--- src/rtl/mandel_line_dispatcher_if.sv ---
// Handshake bundle between the line dispatcher, the engine pool and the results buffer.
// The master side is the dispatcher; the slave side is engines + buffer + line front end.
interface mandel_line_dispatcher_if #(
    parameter int NUM_ENGINES = 4,
    parameter int X_SIZE      = 640,
    parameter int DEPTH_W     = 10
);
    localparam int ADDR_W = $clog2(X_SIZE);

    logic                           line_start;
    logic                           line_busy;
    logic                           line_done;
    logic [NUM_ENGINES-1:0]         eng_idle;
    logic [NUM_ENGINES-1:0]         eng_start;
    logic [ADDR_W-1:0]              eng_x;
    logic [NUM_ENGINES-1:0]         eng_done;
    logic [NUM_ENGINES*DEPTH_W-1:0] eng_depth;
    logic [NUM_ENGINES-1:0]         eng_ack;
    logic                           wr_en;
    logic [ADDR_W-1:0]              wr_addr;
    logic [DEPTH_W-1:0]             wr_data;

    modport master (
        input  line_start, eng_idle, eng_done, eng_depth,
        output line_busy, line_done, eng_start, eng_x, eng_ack, wr_en, wr_addr, wr_data
    );

    modport slave (
        output line_start, eng_idle, eng_done, eng_depth,
        input  line_busy, line_done, eng_start, eng_x, eng_ack, wr_en, wr_addr, wr_data
    );
endinterface

--- src/rtl/mandel_line_dispatcher.sv ---
// Per-line scheduler: launches pixel indices onto free engines, collects depths round-robin.
// Optional DISPATCH_PERF_EN adds a saturating busy-cycle count per line on line_cycles.
module mandel_line_dispatcher #(
    parameter int NUM_ENGINES = 4,
    parameter int X_SIZE      = 640,
    parameter int DEPTH_W     = 10
) (
    input  logic                     out_stream_aclk,
    input  logic                     periph_resetn,
    mandel_line_dispatcher_if.master bus
`ifdef DISPATCH_PERF_EN
    ,
    output logic [31:0]              line_cycles
`endif
);
    localparam int ADDR_W = $clog2(X_SIZE);
    localparam int CNT_W  = ADDR_W + 1;
    localparam int PTR_W  = (NUM_ENGINES > 1) ? $clog2(NUM_ENGINES) : 1;
    localparam logic [CNT_W-1:0] X_LAST  = CNT_W'(X_SIZE - 1);
    localparam logic [CNT_W-1:0] X_TOTAL = CNT_W'(X_SIZE);
    localparam logic [PTR_W-1:0] PTR_MAX = PTR_W'(NUM_ENGINES - 1);

    typedef enum logic [1:0] {
        ST_IDLE     = 2'd0,
        ST_DISPATCH = 2'd1,
        ST_DRAIN    = 2'd2,
        ST_DONE     = 2'd3
    } state_t;

    state_t                 state_r, state_nxt_s;
    logic [CNT_W-1:0]       next_x_r, written_r;
    logic [NUM_ENGINES-1:0] inflight_r, inflight_nxt_s;
    logic [PTR_W-1:0]       rr_ptr_r;
    logic [ADDR_W-1:0]      tag_r [NUM_ENGINES];

    logic [NUM_ENGINES-1:0] eng_start_r, eng_ack_s;
    logic [ADDR_W-1:0]      eng_x_r, wr_addr_r;
    logic [DEPTH_W-1:0]     wr_data_r;
    logic                   wr_en_r, line_done_r, line_busy_r;

    logic                   accept_s, launch_v_s, grant_v_s;
    logic [NUM_ENGINES-1:0] elig_s, req_s, launch_oh_s;
    logic [PTR_W-1:0]       launch_idx_s, grant_idx_s;
    logic [PTR_W:0]         pick_s;

    function automatic logic [NUM_ENGINES-1:0] to_onehot(input logic [PTR_W-1:0] idx);
        return NUM_ENGINES'(1'b1) << idx;
    endfunction

    // Scan downward from the farthest offset so the requester nearest ptr is kept.
    function automatic logic [PTR_W:0] rr_pick(input logic [NUM_ENGINES-1:0] req,
                                               input logic [PTR_W-1:0]       ptr);
        logic [PTR_W:0] res;
        int             idx;
        res = '0;
        for (int k = NUM_ENGINES - 1; k >= 0; k--) begin
            idx = (int'(ptr) + k) % NUM_ENGINES;
            res = req[idx] ? {1'b1, PTR_W'(idx)} : res;
        end
        return res;
    endfunction

    // Launch selection: lowest free engine that has no result outstanding.
    always_comb begin
        elig_s       = (state_r == ST_DISPATCH) ? (bus.eng_idle & ~inflight_r) : '0;
        launch_v_s   = 1'b0;
        launch_idx_s = '0;
        for (int i = NUM_ENGINES - 1; i >= 0; i--) begin
            launch_v_s   = launch_v_s | elig_s[i];
            launch_idx_s = elig_s[i] ? PTR_W'(i) : launch_idx_s;
        end
        launch_oh_s = launch_v_s ? to_onehot(launch_idx_s) : '0;
    end

    // Collect arbitration; done from an engine we never launched is masked out here.
    always_comb begin
        req_s          = ((state_r == ST_DISPATCH) || (state_r == ST_DRAIN)) ?
                         (bus.eng_done & inflight_r) : '0;
        pick_s         = rr_pick(req_s, rr_ptr_r);
        grant_v_s      = pick_s[PTR_W];
        grant_idx_s    = pick_s[PTR_W-1:0];
        eng_ack_s      = grant_v_s ? to_onehot(grant_idx_s) : '0;
        inflight_nxt_s = (inflight_r & ~eng_ack_s) | launch_oh_s;
    end

    // Next-state logic.
    always_comb begin
        state_nxt_s = state_r;
        accept_s    = 1'b0;
        case (state_r)
            ST_IDLE: begin
                if (bus.line_start) begin
                    state_nxt_s = ST_DISPATCH;
                    accept_s    = 1'b1;
                end else begin
                    state_nxt_s = ST_IDLE;
                end
            end
            ST_DISPATCH: begin
                if (launch_v_s && (next_x_r == X_LAST)) begin
                    state_nxt_s = ST_DRAIN;
                end else begin
                    state_nxt_s = ST_DISPATCH;
                end
            end
            ST_DRAIN: begin
                if (written_r == X_TOTAL) begin
                    state_nxt_s = ST_DONE;
                end else begin
                    state_nxt_s = ST_DRAIN;
                end
            end
            ST_DONE:  state_nxt_s = ST_IDLE;
            default:  state_nxt_s = ST_IDLE;
        endcase
    end

    // State register.
    always_ff @(posedge out_stream_aclk or negedge periph_resetn) begin
        if (!periph_resetn) begin
            state_r <= ST_IDLE;
        end else begin
            state_r <= state_nxt_s;
        end
    end

    // Line bookkeeping, pixel tags and registered outputs.
    always_ff @(posedge out_stream_aclk or negedge periph_resetn) begin
        if (!periph_resetn) begin
            next_x_r    <= '0;
            written_r   <= '0;
            inflight_r  <= '0;
            rr_ptr_r    <= '0;
            for (int i = 0; i < NUM_ENGINES; i++) begin
                tag_r[i] <= '0;
            end
            eng_start_r <= '0;
            eng_x_r     <= '0;
            wr_en_r     <= 1'b0;
            wr_addr_r   <= '0;
            wr_data_r   <= '0;
            line_done_r <= 1'b0;
            line_busy_r <= 1'b0;
        end else begin
            if (accept_s) begin
                next_x_r   <= '0;
                written_r  <= '0;
                inflight_r <= '0;
            end else begin
                if (launch_v_s) begin
                    next_x_r <= next_x_r + CNT_W'(1);
                end
                if (grant_v_s) begin
                    written_r <= written_r + CNT_W'(1);
                end
                inflight_r <= inflight_nxt_s;
            end
            if (grant_v_s) begin
                rr_ptr_r <= (grant_idx_s == PTR_MAX) ? '0 : grant_idx_s + PTR_W'(1);
            end
            if (launch_v_s) begin
                tag_r[launch_idx_s] <= next_x_r[ADDR_W-1:0];
            end
            eng_start_r <= launch_oh_s;
            eng_x_r     <= launch_v_s ? next_x_r[ADDR_W-1:0] : '0;
            wr_en_r     <= grant_v_s;
            wr_addr_r   <= grant_v_s ? tag_r[grant_idx_s] : '0;
            wr_data_r   <= grant_v_s ? bus.eng_depth[grant_idx_s*DEPTH_W +: DEPTH_W] : '0;
            line_done_r <= (state_nxt_s == ST_DONE);
            line_busy_r <= (state_nxt_s != ST_IDLE);
        end
    end

    assign bus.eng_start = eng_start_r;
    assign bus.eng_x     = eng_x_r;
    assign bus.eng_ack   = eng_ack_s;
    assign bus.wr_en     = wr_en_r;
    assign bus.wr_addr   = wr_addr_r;
    assign bus.wr_data   = wr_data_r;
    assign bus.line_done = line_done_r;
    assign bus.line_busy = line_busy_r;

`ifdef DISPATCH_PERF_EN
    logic [31:0] cyc_cnt_r, line_cycles_r;

    function automatic logic [31:0] sat_inc(input logic [31:0] v);
        return (v == 32'hFFFF_FFFF) ? v : v + 32'd1;
    endfunction

    // Busy-cycle counter; the DONE cycle itself is included in the latched value.
    always_ff @(posedge out_stream_aclk or negedge periph_resetn) begin
        if (!periph_resetn) begin
            cyc_cnt_r     <= 32'd0;
            line_cycles_r <= 32'd0;
        end else begin
            if (accept_s) begin
                cyc_cnt_r <= 32'd0;
            end else if (state_r != ST_IDLE) begin
                cyc_cnt_r <= sat_inc(cyc_cnt_r);
            end
            if (state_r == ST_DONE) begin
                line_cycles_r <= sat_inc(cyc_cnt_r);
            end
        end
    end

    assign line_cycles = line_cycles_r;
`endif
endmodule

--- src/flat_wrapper.sv ---
// flat-port wrapper written by rule: the top's interface ports become plain ports
module mandel_line_dispatcher_flat 
#(
    parameter int NUM_ENGINES = 4,
    parameter int X_SIZE      = 640,
    parameter int DEPTH_W     = 10
)
  (out_stream_aclk, periph_resetn, bus_line_start, bus_eng_idle, bus_eng_done, bus_eng_depth, bus_line_busy, bus_line_done, bus_eng_start, bus_eng_x, bus_eng_ack, bus_wr_en, bus_wr_addr, bus_wr_data);
  mandel_line_dispatcher_if #(.NUM_ENGINES(NUM_ENGINES), .X_SIZE(X_SIZE), .DEPTH_W(DEPTH_W)) bus_i ();
  input  logic out_stream_aclk;
  input  logic periph_resetn;
  input wire logic [$bits(bus_i.line_start)-1:0] bus_line_start;
  input wire logic [$bits(bus_i.eng_idle)-1:0] bus_eng_idle;
  input wire logic [$bits(bus_i.eng_done)-1:0] bus_eng_done;
  input wire logic [$bits(bus_i.eng_depth)-1:0] bus_eng_depth;
  output wire logic [$bits(bus_i.line_busy)-1:0] bus_line_busy;
  output wire logic [$bits(bus_i.line_done)-1:0] bus_line_done;
  output wire logic [$bits(bus_i.eng_start)-1:0] bus_eng_start;
  output wire logic [$bits(bus_i.eng_x)-1:0] bus_eng_x;
  output wire logic [$bits(bus_i.eng_ack)-1:0] bus_eng_ack;
  output wire logic [$bits(bus_i.wr_en)-1:0] bus_wr_en;
  output wire logic [$bits(bus_i.wr_addr)-1:0] bus_wr_addr;
  output wire logic [$bits(bus_i.wr_data)-1:0] bus_wr_data;
  assign bus_i.line_start = bus_line_start;
  assign bus_i.eng_idle = bus_eng_idle;
  assign bus_i.eng_done = bus_eng_done;
  assign bus_i.eng_depth = bus_eng_depth;
  assign bus_line_busy = bus_i.line_busy;
  assign bus_line_done = bus_i.line_done;
  assign bus_eng_start = bus_i.eng_start;
  assign bus_eng_x = bus_i.eng_x;
  assign bus_eng_ack = bus_i.eng_ack;
  assign bus_wr_en = bus_i.wr_en;
  assign bus_wr_addr = bus_i.wr_addr;
  assign bus_wr_data = bus_i.wr_data;
  mandel_line_dispatcher #(.NUM_ENGINES(NUM_ENGINES), .X_SIZE(X_SIZE), .DEPTH_W(DEPTH_W)) u_core (.out_stream_aclk(out_stream_aclk), .periph_resetn(periph_resetn), .bus(bus_i));
endmodule
--- config.mk ---
export PLATFORM = sky130hd
export DESIGN_NAME = mandel_line_dispatcher_flat
export DESIGN_NICKNAME = d
export VERILOG_FILES = /design/src/rtl/mandel_line_dispatcher_if.sv /design/src/rtl/mandel_line_dispatcher.sv /design/src/flat_wrapper.sv
export SDC_FILE = /design/constraint.sdc
export NUM_CORES = 1
export LEC_CHECK = 0
export ABC_AREA = 1
export BUFFER_PORTS_ARGS = -buffer_cell sky130_fd_sc_hd__buf_2
export CORE_UTILIZATION = 50
export DETAILED_ROUTE_END_ITERATION = 7
export GPL_ROUTABILITY_DRIVEN = 0
export PLACE_DENSITY = 0.85
export SLEW_MARGIN = 20
export SYNTH_ARGS = -nofsm -noshare
export SYNTH_HDL_FRONTEND = slang
export SYNTH_SLANG_ARGS = --single-unit
--- constraint.sdc ---
create_clock -name out_stream_aclk -period 2 [get_ports out_stream_aclk]
set_input_delay 0.1 -clock out_stream_aclk [delete_from_list [all_inputs] [get_ports out_stream_aclk]]
set_output_delay 0.1 -clock out_stream_aclk [all_outputs]
set_load 0.02 [all_outputs]
==> flow_summary.toml <==
[grt]
grt_max_degree = 47
antenna_found_initial = 0
grt_pass1_vias = 4805
grt_pass1_wl_mm = 22.8
grt_usage_pct = 28.7
grt_overflow = 0

[route]
wire_per_inst_um = 16.5
ant_nets = 0
wl_mm = 14.9
viasPerCell = 5.52
drc = 1
first_pass_iters = 8
vias = 4989
drt_iter0_drc = 385

[finish]
syn_to_final_growth_pct = 37.0
most-common-layout-cells = "nand2_1 (129), dfrtp_1 (106), buf_2 (87)"
postLayoutCoreUtil_pct = 70.8
antenna_cells = 0
nets = 823
final_common_cell = "nand2_1"
drive_above_1_share_pct = 32.2

[logic_synthesis]
synth_warnings = 0
synth_edf_count = 0
synth_fp_nets = 670
synth_adder_area_share_pct = 1.73
synth-xor-area-share_pct = 1.04
ys_seq_elements = 107
synth-seq-area-share_pct = 53.0
synth_top_family_by_area = "simple AND/OR/NAND/NOR gates"
ys.flop_type = "dfrtp_1"
syn_avg_cell_area_um2 = 8.25
syn-cell-area_um2 = 5050
synth-compound-area-share_pct = 11.9
synth-simple-area-share_pct = 23.9
synthMuxAreaShare_pct = 0
synth.distinct_cells = 31
synthArstFlopShare_pct = 100
syn-instance-count = 612

[sta]
min_period_over_period_pct = 122
tightest_slew_ns = 0.589
clock_skew_ns = 0.0162
timing.final.ws_setup_ns = -0.443
finalSetupTns_ns = -7.37
rsz0062_at_grt = "yes"
fin_crit_ns = 2.44
slew_violations = 0
timing.fmax_mhz = 409
setup_viol = 38
hold_viol_final = 0
relSlewSlack_pct = 60.8

[floorplan]
die_y_um = 102
start_util_pct = 51.7
die-area_um2 = 10500
rows = 36
fp.coreArea_um2 = 9770
io_pins = 92
fp.dieW_um = 102

[worst_setup_path]
critPathSlowestCell = "dfrtp_1"
crit_type = "flip-flop to primary output"
path_max_fanout = 7
max_stage_delay_ns = 0.39
start_kind = "flip-flop"
cp_data_arrival_time_ns = 2.34
path_cells = "inv_2 -> ha_4 -> nand3_4 -> nand2_4 -> nand3_4 -> nand2_2 -> nand2_4 -> nand2_4 -> nand2_4 -> nand2_8 -> ha_4 -> inv_4 -> nor2_4 -> buf_6"
path_delay_family = "simple AND/OR/NAND/NOR gates"
cp-end-kind = "primary output"
r2r_start = "u_core.state_r[1]$_DFF_PN0_"
critPathCapture = "bus_eng_ack[3]"
worstSetupPathDepth = 14
cpMostUsedCell = "nand2_4"
worstPathRequired_ns = 1.90
path_buf_inv = 3
timing.rr.end = "u_core.bus.wr_data[0]$_DFF_PN0_"
crit_start = "u_core.state_r[1]$_DFF_PN0_"
reg2reg_slack_ns = -0.32
reg2reg_depth = 17

[min_path]
hold_path_class = "input port to flip-flop"

[power]
p_leak_nw = 3.53
vdd_drop_max_mv = 0.332
intPower_mw = 2.85
p_clk_share_pct = 38.7
power_frac_comb_pct = 3.8
power_density_nw_per_um2 = 544
p_sw_mw = 0.915
pwr-share-seq_pct = 57.5
swShare_pct = 24.3

[placement]
hpwl_mm = 9.33
numPortBuffers = 91

[cts]
cts_tree = "yes"
cts-buffers-inserted = 9
cts_sinks = 107
clk_latency_ns = 0.39
clkTransAtPathRegs_ns = 0.12
ctsLongestPathBuffers = 2
clock-root-buffer = "clkbuf_8"
htree_levels = 3

[status]
violations = "design-rule violations, negative setup slack"
status = "finished with violations"

[flow_run]
maxCapViolations = 0
-- Yosys cell counts, types with 2 or more instances --
master | number | share of area [%]
nand2_1 | 147 | 11
dfrtp_1 | 107 | 53
inv_1 | 71 | 5.3
o21ai_0 | 60 | 5.9
nand3_1 | 54 | 5.4
a21oi_1 | 35 | 3.5
nor2_1 | 29 | 2.2
o21ai_1 | 18 | 1.8
clkbuf_1 | 14 | 1.0
nor3_1 | 13 | 1.3
buf_2 | 7 | 0.69
ha_1 | 7 | 1.7
nand2_2 | 7 | 0.87
nand3b_1 | 6 | 0.89
xor2_1 | 6 | 1.0
buf_6 | 4 | 0.89
nand4_1 | 4 | 0.50
nor4_1 | 4 | 0.50
and2_1 | 2 | 0.25
clkinv_1 | 2 | 0.15
inv_2 | 2 | 0.15
nor3_2 | 2 | 0.40
o31ai_1 | 2 | 0.30
or2_1 | 2 | 0.25
-- per-layer routing --
metal | vias to the layer above | routed length [um] | global-route usage [%]
met2 | 282 | 7690 | 49.2
met4 | 0 | 350 | 13.4
li1 | 2287 | - | -
met1 | 2377 | 5830 | 34.9
met5 | - | 0 | 0
met3 | 43 | 1050 | 5.49
-- worst min path at each step --
stage | depth (start not counted) | from | endpoint | slack (ns)
2_1_floorplan | 0 | periph_resetn | u_core.bus.eng_start[0]$_DFF_PN0_ | -0.20
5_1_grt | 5 | bus_eng_depth[30] | u_core.bus.wr_data[0]$_DFF_PN0_ | 0.03
3_5_place_dp | 1 | periph_resetn | u_core.bus.eng_x[5]$_DFF_PN0_ | 0.14
3_3_place_gp | 1 | periph_resetn | u_core.bus.eng_x[5]$_DFF_PN0_ | 0.13
6_report | 5 | bus_eng_depth[33] | u_core.bus.wr_data[3]$_DFF_PN0_ | 0.004
4_1_cts | 5 | bus_eng_depth[33] | u_core.bus.wr_data[3]$_DFF_PN0_ | 0.007
-- metrics by stage --
step | cell area (um^2) | worst slack (ns) | hold WS, ns | std cells | power, mW
2_1_floorplan | 5130 | -0.0429 | -0.196 | 612 | 2.22
3_3_place_gp | 5950 | -0.0448 | 0.134 | 852 | 2.32
3_5_place_dp | 5950 | -0.170 | 0.144 | 852 | 2.32
4_1_cts | 6570 | -0.358 | 0.00730 | 891 | 3.77
5_1_grt | 6920 | -0.562 | 0.0270 | 903 | 3.89
6_report | 6920 | -0.443 | 0.00371 | 903 | 3.76
-- tightest hold or removal path, cell delays in order --
cell and delay [ns]:
buf_2 0.08, nand2_1 0.04, nand2_1 0.05, nand2_1 0.04
nand3_1 0.06
-- state kept, by name, indices dropped and copies added (netlist names) --
register              count
u_core.inflight_r         4
u_core.bus.wr_en          1
u_core.next_x_r          11
u_core.bus.eng_x         10
u_core.written_r         11
u_core.tag_r             40
u_core.bus.wr_data       10
u_core.bus.wr_addr       10
u_core.rr_ptr_r           2
u_core.bus.line_busy      1
u_core.bus.line_done      1
u_core.state_r            2
u_core.bus.eng_start      4
-- kinds of logic after synthesis --
family / after synthesis
simple gates: 273
compound gates: 118
flops: 107
buf+inv: 101
fa+ha+maj: 7
xor+xnor: 6
-- power groups by stage --
stage / sequential, mW / clock, mW / combinational [mW]
2_1_floorplan: 2.20 / 0 / 0.0126
3_3_place_gp: 2.20 / 0 / 0.115
3_5_place_dp: 2.20 / 0 / 0.118
4_1_cts: 2.16 / 1.46 / 0.145
5_1_grt: 2.16 / 1.57 / 0.162
6_report: 2.16 / 1.46 / 0.144
-- cell type report --
| cell class | instances | area [um^2] |
|---|---|---|
| fill | 692 | 2860 |
| sequential | 107 | 2680 |
| multi-input combinational | 404 | 2360 |
| timing repair buffer | 167 | 1200 |
| inverter | 76 | 295 |
| tap | 133 | 166 |
| clock buffer | 9 | 124 |
| clock inverter | 7 | 95.1 |
-- what timing repair did --
item | 4_1_cts | 5_1_grt
hold buffers | 17 | 0
pin swaps | 21 | 26
hold endpoints to repair | 51 | 0
endpoints found under the setup margin | 35 | 61
gates resized for setup | 42 | 65
cloned | 1 | 1
buffers inserted | 7 | 11
No activity file was read; power rests on OpenSTA's default activity.
